## src/rtl/countdown_timer.sv

```systemverilog
// Loadable down-counting timer with one-shot / auto-reload modes and a pause hold.
// All outputs come straight from registers; busy and done decode the state register.
module countdown_timer #(
    parameter int WIDTH = 4
) (
    input  logic             clk,
    input  logic             reset_n,
    input  logic             load,
    input  logic [WIDTH-1:0] load_data,
    input  logic             start,
    input  logic             pause,
    input  logic             auto_reload,
    output logic [WIDTH-1:0] count,
    output logic             busy,
    output logic             tc,
    output logic             done
);

    typedef enum logic [1:0] {
        IDLE = 2'd0,
        RUN  = 2'd1,
        HOLD = 2'd2,
        DONE = 2'd3
    } state_t;

    state_t           state_q, state_d;
    logic [WIDTH-1:0] count_q, count_d;
    logic [WIDTH-1:0] preset_q, preset_d;
    logic             tc_q, tc_d;

    logic startable;
    assign startable = (state_q == IDLE) || (state_q == DONE);

    // Priority: load > start > pause > countdown; tc defaults low every cycle.
    always_comb begin
        state_d  = state_q;
        count_d  = count_q;
        preset_d = preset_q;
        tc_d     = 1'b0;

        if (load) begin
            count_d  = load_data;
            preset_d = load_data;
            state_d  = IDLE;
        end else if (start && startable) begin
            if (preset_q == '0) begin
                count_d = '0;
                state_d = DONE;
                tc_d    = 1'b1;
            end else begin
                count_d = preset_q;
                state_d = RUN;
            end
        end else begin
            case (state_q)
                RUN: begin
                    if (pause) begin
                        state_d = HOLD;
                    end else if (count_q > WIDTH'(1)) begin
                        count_d = count_q - WIDTH'(1);
                    end else if (count_q == WIDTH'(1)) begin
                        tc_d = 1'b1;
                        if (auto_reload) begin
                            count_d = preset_q;
                        end else begin
                            count_d = '0;
                            state_d = DONE;
                        end
                    end else begin
                        state_d = DONE;
                    end
                end
                HOLD: begin
                    if (!pause) begin
                        state_d = RUN;
                    end
                end
                DONE: begin
                    count_d = '0;
                end
                default: begin
                    state_d = state_q;
                end
            endcase
        end
    end

    always_ff @(posedge clk or negedge reset_n) begin
        if (!reset_n) begin
            state_q  <= IDLE;
            count_q  <= '0;
            preset_q <= '0;
            tc_q     <= 1'b0;
        end else begin
            state_q  <= state_d;
            count_q  <= count_d;
            preset_q <= preset_d;
            tc_q     <= tc_d;
        end
    end

    assign count = count_q;
    assign tc    = tc_q;
    assign busy  = (state_q == RUN) || (state_q == HOLD);
    assign done  = (state_q == DONE);

endmodule
```

## config.mk

```make
export PLATFORM = sky130hd
export DESIGN_NAME = countdown_timer
export DESIGN_NICKNAME = d
export VERILOG_FILES = /design/src/rtl/countdown_timer.sv
export SDC_FILE = /design/constraint.sdc
export NUM_CORES = 1
export LEC_CHECK = 0
export CAP_MARGIN = 10
export CORE_MARGIN = 1
export CORE_UTILIZATION = 53
export DETAILED_ROUTE_END_ITERATION = 8
export PLACE_DENSITY_LB_ADDON = 0.1
export SLEW_MARGIN = 0
export SYNTH_ARGS = -nofsm -noshare
export SYNTH_HDL_FRONTEND = slang
export SYNTH_SLANG_ARGS = --single-unit
```

## constraint.sdc

```tcl
create_clock -name clk -period 3.3 [get_ports clk]
set_input_delay 0.495 -clock clk [delete_from_list [all_inputs] [get_ports clk]]
set_output_delay 0.495 -clock clk [all_outputs]
set_load 0.02 [all_outputs]
```

==> results.cfg <==
[logic_synthesis]
synth_top_area_cell = dfrtp_1
seq_area_frac_synth_pct = 34.4
netlist_instances = 94
yosys.cell_count.top_type = nand2_1
synth_warnings = 0
synth_cell_types = 31
synth_top_cell_area_share_pct = 34.4
synth_area_um2 = 800
ys_top_cells_by_count = 14 x nand2_1, 11 x dfrtp_1, 9 x o21ai_0, 8 x inv_1, 7 x ha_1
ys_seq_elements = 11
syn_nets = 111
synthFlopType = dfrtp_1
synthArstFlopShare_pct = 100
synth_edf_count = 0
synth.avg_cell_area_um2 = 8.51
synth_area_leaders = dfrtp_1 34%, ha_1 11%, nand2_1 6.6%, o21ai_0 5.6%, inv_1 3.8%

[floorplanning]
core_area_um2 = 1350
ios = 17
start_util_pct = 59.2
die_y_um = 40.8
die_x_um = 40.8
rows = 13
fp.dieArea_um2 = 1670

[finish]
postLayoutCoreUtil_pct = 72.8
nFillCells = 102
syn2layout_area_growth_pct = 23.0
layout-drive-gt1-share_pct = 8.04
nets = 130
diodes = 0

[power]
p_leak_nw = 0.433
switchingPower_w = 0.000381
power_frac_clock_pct = 10.9
power_w = 0.000838
p_int_w = 0.000458
swShare_pct = 45.4
p_comb_share_pct = 62.2
peakVddDrop_mv = 0.672
cellPowerDensity_nw_per_um2 = 852
p_seq_share_pct = 26.8

[cts]
clockBufferDepth = 2
cts_sinks = 11
cts_tree = yes
cts_buffers = 3
insertion_delay_ns = 0.28
clk_pin_slew_ns = 0.07
cts_setup_buffers = 0
cts_root_buf = clkbuf_4
cts_resized = 0
cts_hold_buf = 0
cts.htree.levels = 1

[critical_path]
crit_top_cell = inv_1
worstPathRequired_ns = 2.80
cp_slowest_cell = clkdlybuf4s50_1
path_depth = 4
cp_num_buf_inv = 3
worstRegToRegCells = 7
cp-start-kind = register
worst_path_dominant_cell_family = buffers and inverters
worstPathMaxFanout = 5
slowest_delay_ns = 0.60
cp_data_arrival_time_ns = 1.81
crit_chain = inv_1 -> ha_1 -> inv_1 -> clkdlybuf4s50_1
critPathKind = reg -> out
cp-end-kind = output pin

[timing]
min_period_ns = 2.30
drv_slew = 0
holdWs_ns = 0.541
clock_skew_ns = 0.00539
fmax_mhz = 434
layout_worst_path_cycle_share_pct = 69.8
worst_pin_slew_ns = 0.496
hold_violations = 0
rsz0062_at_grt = false
tns_ns = 0
slew_headroom_pct = 66.8
setup_viol = 0

[place]
place_congestion = 0.789
numPortBuffers = 16
dp_hpwl_mm = 1.34

[global_routing]
gr-total-overflow = 0
grt_start_max_net_pins = 18
grt_usage_pct = 25.4
antenna_found_initial = 0
grt_pass1_wl_mm = 2.70
grt_pass1_vias = 648

[flow_run]
cap_violations = 0

[hold_path]
hold_class = reg -> reg
hold_depth = 2

[routing]
dr.pass1.iters = 4
drt_iter0_drc = 15
drc_errors = 0
wl_per_cell_um = 13.5
ant_nets = 0
viasPerCell = 5.76
totalWireLength_mm = 1.72
vias = 732

[run_status]
outcome = complete, no violations
==> worst reg2reg max path: stages (launching register included) <==
cell	delay [ns]
dfrtp_1	0.41
inv_1	0.09
ha_1	0.34
and2_4	0.18
or3_4	0.33
a31oi_1	0.27
o21ai_0	0.13
o21ai_0	0.10
==> cells by family after synthesis <==
family	Yosys count	share of synthesized area, %
simple gates	35	22.4
buf+inv	10	6.57
compound gates	30	24.4
flops	11	34.4
fa+ha+maj	7	11.0
mux	1	1.25
==> layout by cell type, fill, tap and decap left out, types with 2 or more instances in the layout <==
master           instances
ha_1                     7
nor2b_1                  3
a21o_1                   3
nand2b_1                 2
nand4_1                  2
nand2_1                 14
a21oi_1                  5
o21ai_0                  9
dfrtp_1                 11
nor2_1                   5
clkdlybuf4s50_1         16
clkbuf_4                 3
inv_1                    8
a31oi_1                  3
nor3_1                   3
==> stage by stage <==
stage          instance area, um^2  setup slack (ns)  cells
2_1_floorplan                  800              1.46     94
3_3_place_gp                   956              1.22    123
3_5_place_dp                   956              1.15    123
4_1_cts                        983             0.985    127
5_1_grt                        983             0.862    127
6_report                       983             0.998    127
==> final cells by class <==
class,instances,area [um^2],share of cell area (%)
clock buffers,3,22.5,2.29
clock inverters,1,5.00,0.509
inverters,8,30.0,3.05
multi-input cells,73,472,48.0
flip-flops and latches,11,275,28.0
well taps,15,18.8,1.91
repair buffers,16,160,16.3
==> power by group through the flow <==
stage,logic [W],clock network [W],registers (W)
final,0.000522,0.0000917,0.000225
after global placement,0.000504,0,0.000224
after floorplan,0.000341,0,0.000248
after detailed placement,0.000514,0,0.000227
after global routing,0.000576,0.000100,0.000234
after CTS,0.000517,0.0000943,0.000225
==> worst paths after layout <==
path	from	endpoint	slack [ns]
setup reg to reg	state_q[0]	count[0]	1.37
min in group asynchronous	reset_n	count[2]	0.55
hold reg to reg	count[1]	count[1]	0.54
setup / recovery	state_q[0]	busy	1.0
hold / removal	count[1]	count[1]	0.54
max in group asynchronous	reset_n	state_q[0]	2.41
==> routing by layer <==
layer  track usage (%)  wire length, um  vias up
li1                  -                -      371
met1              31.4              847      337
met2              40.6              758       19
met3              9.78               89        5
met4              7.50               24        0
met5                 0                0        -
==> registers in the layout, summed over array words and instances (netlist names) <==
name      flops
preset_q      4
tc            1
count         4
state_q       2
(Power assumes the default switching activity.)
